$ cat src/rtl/lsu_bus_bridge.sv
// Load/store bridge: turns a memory-stage access into one handshaked bus
// transaction with byte-lane steering, load extension and a response timeout.
module lsu_bus_bridge #(
   parameter int ADDR_W  = 32,
   parameter int TIMEOUT = 255
) (
   input  logic              clk,
   input  logic              rst,
   input  logic              req_valid,
   input  logic              req_write,
   input  logic [2:0]        req_funct3,
   input  logic [ADDR_W-1:0] req_addr,
   input  logic [31:0]       req_wdata,
   output logic              stall,
   output logic              resp_valid,
   output logic [31:0]       resp_rdata,
   output logic              resp_err,
   output logic              bus_req_valid,
   input  logic              bus_req_ready,
   output logic              bus_we,
   output logic [ADDR_W-1:0] bus_addr,
   output logic [31:0]       bus_wdata,
   output logic [3:0]        bus_be,
   input  logic              bus_rsp_valid,
   input  logic [31:0]       bus_rsp_data,
   input  logic              bus_rsp_err
);

   typedef enum logic [1:0] {IDLE, ADDR, DATA, DONE} state_t;

   localparam int                CNT_W  = $clog2(TIMEOUT + 2);
   localparam logic [CNT_W-1:0]  TO_VAL = CNT_W'(TIMEOUT);

   state_t              state_q, state_d;
   logic [CNT_W-1:0]    cnt_q, cnt_d, cnt_inc;
   logic [2:0]          f3_q, f3_d;
   logic [1:0]          lane_q, lane_d;
   logic                wr_q, wr_d;
   logic                bus_req_valid_q, bus_req_valid_d;
   logic                bus_we_q, bus_we_d;
   logic [ADDR_W-1:0]   bus_addr_q, bus_addr_d;
   logic [31:0]         bus_wdata_q, bus_wdata_d;
   logic [3:0]          bus_be_q, bus_be_d;
   logic                resp_valid_q, resp_valid_d;
   logic                resp_err_q, resp_err_d;
   logic [31:0]         resp_rdata_q, resp_rdata_d;

   function automatic logic access_legal(input logic wr, input logic [2:0] f3,
                                         input logic [1:0] lane);
      logic ok;
      case (f3)
         3'b000:  ok = 1'b1;
         3'b100:  ok = !wr;
         3'b001:  ok = !lane[0];
         3'b101:  ok = !wr && !lane[0];
         3'b010:  ok = (lane == 2'b00);
         default: ok = 1'b0;
      endcase
      return ok;
   endfunction

   function automatic logic [3:0] lane_be(input logic [2:0] f3, input logic [1:0] lane);
      logic [3:0] be;
      case (f3[1:0])
         2'b00:   be = 4'b0001 << lane;
         2'b01:   be = 4'b0011 << lane;
         default: be = 4'b1111;
      endcase
      return be;
   endfunction

   function automatic logic [31:0] lane_wdata(input logic [2:0] f3, input logic [31:0] wd);
      logic [31:0] d;
      case (f3[1:0])
         2'b00:   d = {4{wd[7:0]}};
         2'b01:   d = {2{wd[15:0]}};
         default: d = wd;
      endcase
      return d;
   endfunction

   function automatic logic [31:0] load_extend(input logic [2:0] f3, input logic [1:0] lane,
                                               input logic [31:0] word);
      logic [31:0] sh;
      logic [31:0] r;
      sh = word >> {lane, 3'b000};
      case (f3)
         3'b000:  r = {{24{sh[7]}}, sh[7:0]};
         3'b100:  r = {24'd0, sh[7:0]};
         3'b001:  r = {{16{sh[15]}}, sh[15:0]};
         3'b101:  r = {16'd0, sh[15:0]};
         default: r = word;
      endcase
      return r;
   endfunction

   assign cnt_inc = cnt_q + CNT_W'(1);

   always_comb begin
      state_d         = state_q;
      cnt_d           = cnt_q;
      f3_d            = f3_q;
      lane_d          = lane_q;
      wr_d            = wr_q;
      bus_req_valid_d = 1'b0;
      bus_we_d        = 1'b0;
      bus_addr_d      = '0;
      bus_wdata_d     = '0;
      bus_be_d        = '0;
      resp_valid_d    = 1'b0;
      resp_err_d      = 1'b0;
      resp_rdata_d    = '0;
      case (state_q)
         IDLE: begin
            if (req_valid) begin
               f3_d   = req_funct3;
               lane_d = req_addr[1:0];
               wr_d   = req_write;
               if (access_legal(req_write, req_funct3, req_addr[1:0])) begin
                  state_d         = ADDR;
                  bus_req_valid_d = 1'b1;
                  bus_we_d        = req_write;
                  bus_addr_d      = {req_addr[ADDR_W-1:2], 2'b00};
                  bus_wdata_d     = lane_wdata(req_funct3, req_wdata);
                  bus_be_d        = lane_be(req_funct3, req_addr[1:0]);
               end else begin
                  // Illegal access: answer with an error, never touch the bus.
                  state_d      = DONE;
                  resp_valid_d = 1'b1;
                  resp_err_d   = 1'b1;
               end
            end
         end
         ADDR: begin
            if (bus_req_ready) begin
               state_d = DATA;
               cnt_d   = '0;
            end else begin
               bus_req_valid_d = bus_req_valid_q;
               bus_we_d        = bus_we_q;
               bus_addr_d      = bus_addr_q;
               bus_wdata_d     = bus_wdata_q;
               bus_be_d        = bus_be_q;
            end
         end
         DATA: begin
            if (bus_rsp_valid) begin
               state_d      = DONE;
               resp_valid_d = 1'b1;
               resp_err_d   = bus_rsp_err;
               if (!bus_rsp_err && !wr_q)
                  resp_rdata_d = load_extend(f3_q, lane_q, bus_rsp_data);
            end else if (TIMEOUT != 0 && cnt_inc == TO_VAL) begin
               state_d      = DONE;
               resp_valid_d = 1'b1;
               resp_err_d   = 1'b1;
            end else begin
               cnt_d = cnt_inc;
            end
         end
         DONE: state_d = IDLE;
         default: state_d = IDLE;
      endcase
   end

   always_ff @(posedge clk) begin
      if (!rst) begin
         state_q         <= IDLE;
         cnt_q           <= '0;
         bus_req_valid_q <= 1'b0;
         bus_we_q        <= 1'b0;
         bus_addr_q      <= '0;
         bus_wdata_q     <= '0;
         bus_be_q        <= '0;
         resp_valid_q    <= 1'b0;
         resp_err_q      <= 1'b0;
         resp_rdata_q    <= '0;
      end else begin
         state_q         <= state_d;
         cnt_q           <= cnt_d;
         bus_req_valid_q <= bus_req_valid_d;
         bus_we_q        <= bus_we_d;
         bus_addr_q      <= bus_addr_d;
         bus_wdata_q     <= bus_wdata_d;
         bus_be_q        <= bus_be_d;
         resp_valid_q    <= resp_valid_d;
         resp_err_q      <= resp_err_d;
         resp_rdata_q    <= resp_rdata_d;
      end
   end

   // Captured request attributes only matter while an access is in flight.
   always_ff @(posedge clk) begin
      f3_q   <= f3_d;
      lane_q <= lane_d;
      wr_q   <= wr_d;
   end

   assign stall         = req_valid && (state_q != DONE);
   assign resp_valid    = resp_valid_q;
   assign resp_err      = resp_err_q;
   assign resp_rdata    = resp_rdata_q;
   assign bus_req_valid = bus_req_valid_q;
   assign bus_we        = bus_we_q;
   assign bus_addr      = bus_addr_q;
   assign bus_wdata     = bus_wdata_q;
   assign bus_be        = bus_be_q;

endmodule

$ cat config.mk
export PLATFORM = sky130hd
export DESIGN_NAME = lsu_bus_bridge
export DESIGN_NICKNAME = d
export VERILOG_FILES = /design/src/rtl/lsu_bus_bridge.sv
export SDC_FILE = /design/constraint.sdc
export NUM_CORES = 1
export LEC_CHECK = 0
export CORE_MARGIN = 3
export CORE_UTILIZATION = 35
export DETAILED_ROUTE_END_ITERATION = 16
export GPL_ROUTABILITY_DRIVEN = 0
export PLACE_DENSITY = 0.78
export RECOVER_POWER = 100
export SETUP_SLACK_MARGIN = 0.02
export SLEW_MARGIN = 10
export SYNTH_ARGS = -nofsm -noshare
export SYNTH_HDL_FRONTEND = slang
export SYNTH_SLANG_ARGS = --single-unit
$ cat constraint.sdc
create_clock -name clk -period 2.02 [get_ports clk]
set_input_delay 0.404 -clock clk [delete_from_list [all_inputs] [get_ports clk]]
set_output_delay 0.404 -clock clk [all_outputs]
set_load 0.05 [all_outputs]
==> qor.yml, run 1 <==
floorplanning:
  initial_core_util: 0.365
  die_w_um: 125
  core_um2: 13500
  num_rows: 42
  dieArea_um2: 15500
  design.portCount: 211
  die_h_um: 125
sta:
  rsz0062_at_grt: "yes"
  slew_violations: 0
  worstMarginPinSlew_ns: 0.796
  relSlewSlack: 0.469
  worst_slack_ns: 0.0472
  setup_viol_count_final: 0
  period_share: 0.977
  period_needed_ns: 1.97
  skew_ns: 0.0122
  hold_viol_final: 0
  fmax_mhz: 507
yosys:
  yosysSeqAreaShare: 0.496
  yosysTopAreaCell: "dfxtp_1"
  muxShareOfSynthArea: 0.0713
  synth_xor_xnor_area_share: 0.00355
  synth_cell_types: 53
  netlist.area_leader.share: 0.459
  synth_edf_count: 6
  synth_area_per_cell_um2: 9.37
  ys_warn_count: 0
  synth-simple-area-share: 0.145
  synth_area_leaders: "dfxtp_1 46%, a22o_1 6.9%, mux2i_1 6.9%"
  synth_cells: 526
  ys_ff_latch: 119
  syn-cell-area_um2: 4930
  ys.flop_type: "dfxtp_1"
  synth_compound_area_frac: 0.229
  synth_top_family_by_area: "compound AO/OA/AOI/OAI gates"
  synth_fa_ha_area_frac: 0.0152
  async_reset_ff_frac: 0
global_route:
  first_global_vias: 4980
  grt_max_degree: 49
  grt-ovfl-total: 0
  antenna_found_initial: 0
  track_usage: 0.201
  grt_pass1_wl_um: 25300
worst_setup_path:
  crit_path_end_kind: "primary output"
  max_stage_delay_ns: 0.81
  worst-setup-path-type: "reg2out"
  worst_path_max_delay_cell: "clkdlybuf4s50_1"
  critPathBufInv: 1
  cp.required_ns: 1.62
  critical_path.top_delay_family: "buffers and inverters"
  crit_chain: "clkdlybuf4s50_1"
  rrSetupSlack_ns: 0.05
  crit_fanout: 2
  worstSetupStartpointType: "flop"
  arrival_ns: 1.57
drt:
  via_per_inst: 5.25
  drc: 0
  drt-initial-drc-count: 389
  dr_total_vias: 4947
  dr.pass1.iters: 8
  drt.antenna.violating_nets: 0
  routed_wl_um: 16100
  avgRoutedWirePerCell_um: 17.1
hold_path:
  hold_path_class: "reg2reg"
clocking:
  cts_buffers: 17
  cts_tree: "done"
  cts-root-buf: "clkbuf_16"
  clk_pin_slew_ns: 0.05
  clk_latency_ns: 0.41
  cts.sinks: 119
  ctsLongestPathBuffers: 2
  postCtsHoldBufs: 0
  htreeDepth: 4
pwr:
  p_leak_nw: 3.00
  power.density_nw_per_um2: 909
  ir_worst_vdd_uv: 613
place:
  post-place-ws_ns: -0.181
  portBuffers: 208
  dp_hpwl_um: 11700
finish:
  diodes: 0
  final_nets: 867
  final_layout_size_suffix_gt1_frac: 0.112
  post-route-util: 0.572
  syn_to_final_growth_pct: 56.6
job:
  drv_cap: 0
status:
  status: "finished, final reports clean"
registers in the layout (all words and copies together), names as in the netlist, 2 cells and up:
name	cells
bus_wdata	32
bus_addr	30
resp_rdata	32
state_q	2
lane_q	2
cnt_q	9
bus_be	4
f3_q	3
routing by layer:
metal	global-route usage	share of wire
met1	0.239	0.41
met3	0.0793	0.087
met2	0.329	0.48
met4	0.0754	0.024
met5	0	0
cells in the final DEF (no fill, tap or decap), types with 2 or more instances in the layout:
master	instances
dlygate4sd2_1	7
edfxtp_1	6
nand4_1	3
clkdlybuf4s50_1	159
clkinv_4	2
and4b_1	2
nor2b_1	8
a21oi_1	47
xnor2_1	2
nand2b_1	6
o221a_2	7
a22oi_1	8
o31ai_1	4
and2_1	3
o21ai_1	7
clkbuf_1	45
and2_0	2
nor3_1	2
conb_1	2
and3_1	2
dlygate4sd3_1	2
buf_4	30
clkbuf_8	2
o21ai_0	38
dfxtp_4	2
mux2i_1	34
clkbuf_16	18
nor2_1	30
a22o_1	39
or3_1	2
or4_1	5
ha_1	5
inv_1	9
o211ai_1	3
clkinv_2	3
nand2_1	69
dfxtp_1	110
clkbuf_2	3
nand3_1	7
buf_12	3
logic make-up after synthesis:
logic type	count (synthesis)
mux	35
xor+xnor	2
fa+ha+maj	6
flops	119
compound gates	167
buf+inv	47
simple gates	149
other cells	1
where the power goes:
group          switching [mW]  internal [mW]  total (mW)
Clock                    1.02           1.81        2.83
Sequential             0.0907           2.50        2.59
Combinational           0.959          0.633        1.59
area by class of cell:
cell class	count	area (µm²)
Multi-Input combinational cell	361	2310
Timing Repair Buffer	247	2140
Tap cell	176	220
Fill cell	1140	5790
Sequential cell	119	2450
Clock inverter	7	70.1
Clock buffer	23	489
Inverter	9	33.8
cells in the mapped netlist, types with 2 or more instances:
library cell	count
inv_1	9
nand2b_1	6
clkbuf_1	30
buf_2	2
o21ai_0	34
a22oi_1	8
edfxtp_1	6
nor2_1	30
o31ai_1	4
nor2b_1	8
or2_2	2
a22o_1	39
and3_1	2
nand4_1	3
nor3_1	2
a21oi_1	47
and4b_1	2
and2_1	6
o21ai_1	11
mux2i_1	34
o211ai_1	3
buf_1	3
nand3_1	7
ha_1	6
buf_4	2
or3_1	2
nand2_1	69
dfxtp_1	113
o221a_2	7
xnor2_1	2
or4_1	5
repair_timing:
item                                    4_1_cts  5_1_grt
endpoints found under the setup margin        9       44
buffers inserted                              0        2
resized for setup                             9       38
gates cloned                                  0        0
pin swaps                                     0        9
through the flow:
stage / area [µm²] / hold WS, ns / power [mW] / TNS (ns) / cells
2_1_floorplan: 4940 / 0.478 / 3.56 / 0 / 527
3_3_place_gp: 7410 / 0.433 / 4.23 / -5.59 / 910
3_5_place_dp: 7410 / 0.441 / 4.27 / -8.32 / 910
4_1_cts: 7970 / 0.448 / 7.11 / 0 / 940
5_1_grt: 7720 / 0.480 / 7.30 / -0.0217 / 942
6_report: 7720 / 0.447 / 7.01 / 0 / 942
worst paths after layout:
path,from,endpoint,cells past startpoint
hold / removal,bus_be[2],bus_be[2],2
setup reg to reg,cnt_q[1],cnt_q[4],8
hold reg to reg,bus_be[2],bus_be[2],2
setup / recovery,bus_addr[9],bus_addr[9],1
Note: power is estimated with default switching activity, not from simulation.
==> run 2: changes to the inputs <==
--- a/config.mk
+++ b/config.mk
@@ -8,9 +8,11 @@
 export CORE_MARGIN = 3
 export CORE_UTILIZATION = 35
 export DETAILED_ROUTE_END_ITERATION = 16
+export DONT_BUFFER_PORTS = 1
 export GPL_ROUTABILITY_DRIVEN = 0
-export PLACE_DENSITY = 0.78
+export PLACE_DENSITY = 0.58
 export RECOVER_POWER = 100
+export REMOVE_ABC_BUFFERS = 1
 export SETUP_SLACK_MARGIN = 0.02
 export SLEW_MARGIN = 10
 export SYNTH_ARGS = -nofsm -noshare
==> run 2 against run 1 <==
Effect of this change:
- non-clock buffer count down 219
- via count down 20%
- total power down 2.0%
- clock power up 10%
- sequential cell count unchanged
- setup slack better by 0.0069 ns
- core utilization down 14 points
- fmax up 0.35%
- first-iteration DRC count down 57%
- critical path depth up 8
- critical path type is now reg2reg
- critical endpoint is now state_q[0]
==> qor.yml, run 2 (synthesis results as in run 1) <==
status:
  status: "finished, final reports clean"
drt:
  avgRoutedWirePerCell_um: 18.7
  drt-initial-drc-count: 169
  dr.pass1.iters: 4
  drt.antenna.violating_nets: 0
  routed_wl_um: 13500
  dr_total_vias: 3943
  via_per_inst: 5.45
  drc: 0
worst_setup_path:
  worst-setup-path-type: "reg2reg"
  crit_top_cell: "buf_6"
  cp.required_ns: 2.34
  crit_chain: "ha_4, nand4_1, xnor2_1, nand3_1, a221oi_4, buf_6, buf_6, nor2b_4, o31ai_2"
  arrival_ns: 2.29
  worstSetupStartpointType: "flop"
  crit_path_end_kind: "flop"
  max_stage_delay_ns: 0.37
  worst_path_max_delay_cell: "dfxtp_4"
  crit_fanout: 7
place:
  post-place-ws_ns: -0.0932
  portBuffers: 0
  dp.cells: 691
  dp_hpwl_um: 9740
global_route:
  grt_pass1_wl_um: 21600
  track_usage: 0.174
  grt_max_degree: 50
  antenna_found_initial: 0
  first_global_vias: 4061
  grt-ovfl-total: 0
sta:
  slew_violations: 0
  period_needed_ns: 1.97
  period_share: 0.973
  worst_slack_ns: 0.0540
  rsz0062_at_grt: "yes"
  relSlewSlack: 0.616
  hold_viol_final: 0
  setup_viol_count_final: 0
  worstMarginPinSlew_ns: 0.575
  skew_ns: 0.00820
  setup-tns-final_ns: 0
  fmax_mhz: 509
clocking:
  clk_pin_slew_ns: 0.06
  cts-root-buf: "clkbuf_16"
  htreeDepth: 4
  clk_latency_ns: 0.41
  ctsLongestPathBuffers: 2
  cts_buffers: 17
  cts.sinks: 119
  cts_tree: "done"
finish:
  syn_to_final_growth_pct: 19.0
  layout_commonest_cell: "dfxtp_1"
  fin_cells: 724
  diodes: 0
  final_layout_size_suffix_gt1_frac: 0.151
  final_nets: 648
  post-route-util: 0.434
  final_cell_mix: "110 x dfxtp_1, 69 x nand2_1, 46 x a21oi_1, 39 x a22o_1, 38 x o21ai_0"
hold_path:
  hold_path_class: "in2reg"
floorplanning:
  die_w_um: 125
  num_rows: 42
  core_um2: 13500
  initial_core_util: 0.365
  dieArea_um2: 15500
  design.portCount: 211
  die_h_um: 125
job:
  drv_cap: 0
pwr:
  power.density_nw_per_um2: 1170
  p_total_mw: 6.87
  ir_worst_vdd_uv: 540
  p_leak_nw: 2.27
==> run 2: cell count changes in the layout (fill, tap and decap cells not counted), moves of 3 or more <==
cell / previous run / this run
clkdlybuf4s50_1: 159 / 0
clkinv_2: 3 / 0
buf_6: 1 / 6
dlygate4sd2_1: 7 / 0
buf_4: 30 / 18
buf_12: 3 / 0
inv_6: 0 / 5
clkbuf_1: 45 / 2
==> run 2: final cells by class <==
class / instances / area, µm²
flip-flops and latches: 119 / 2450
multi-input cells: 361 / 2330
clock buffers: 19 / 443
well taps: 176 / 220
repair buffers: 28 / 221
fillers: 1323 / 7640
clock inverters: 12 / 166
inverters: 9 / 33.8
==> run 2: worst max-delay path: cells and delay by family (launching register included) <==
kind            cells  cell delay (ns)
compound gates      2             0.53
simple gates        3             0.31
flops               1             0.37
fa+ha+maj           1             0.16
xor+xnor            1             0.22
buf+inv             2             0.28
==> run 2: through the flow <==
stage	hold slack [ns]	area (µm²)
floorplan	0.478	4770
global placement	0.503	5210
detailed placement	0.503	5210
CTS	0.0683	5870
global route	0.0634	5870
finish	0.0877	5870
==> run 2: worst paths after layout <==
check / from / end / slack [ns] / cells past startpoint
max: cnt_q[0] / state_q[0] / 0.05 / 9
min: req_funct3[2] / f3_q[2] / 0.09 / 0
max reg2reg: cnt_q[0] / state_q[0] / 0.05 / 9
min reg2reg: state_q[1] / state_q[1] / 0.53 / 1
==> run 2: power breakdown <==
| part | leakage (nW) | internal [mW] | total, mW | switching (mW) |
|---|---|---|---|---|
| combinational | 1.01 | 0.346 | 0.873 | 0.528 |
| clock | 0.291 | 1.99 | 3.12 | 1.13 |
| sequential | 0.971 | 2.50 | 2.88 | 0.377 |
| total | 2.27 | 4.84 | 6.87 | 2.04 |
==> run 2: routing by layer <==
layer,part of all wire,vias to the layer above,track usage
li1,-,1905,-
met1,0.40,1850,0.198
met2,0.47,175,0.282
met3,0.11,13,0.0845
met4,0.013,0,0.0651
met5,0,-,0
==> run 2: timing repair <==
item                       in CTS  in global routing
pin swaps                       3                 10
buffers inserted                1                  1
hold buffers                    0                  0
gates resized for setup         9                  7
setup endpoints to repair      10                  8
hold endpoints to repair        0                  0
cloned                          1                  0
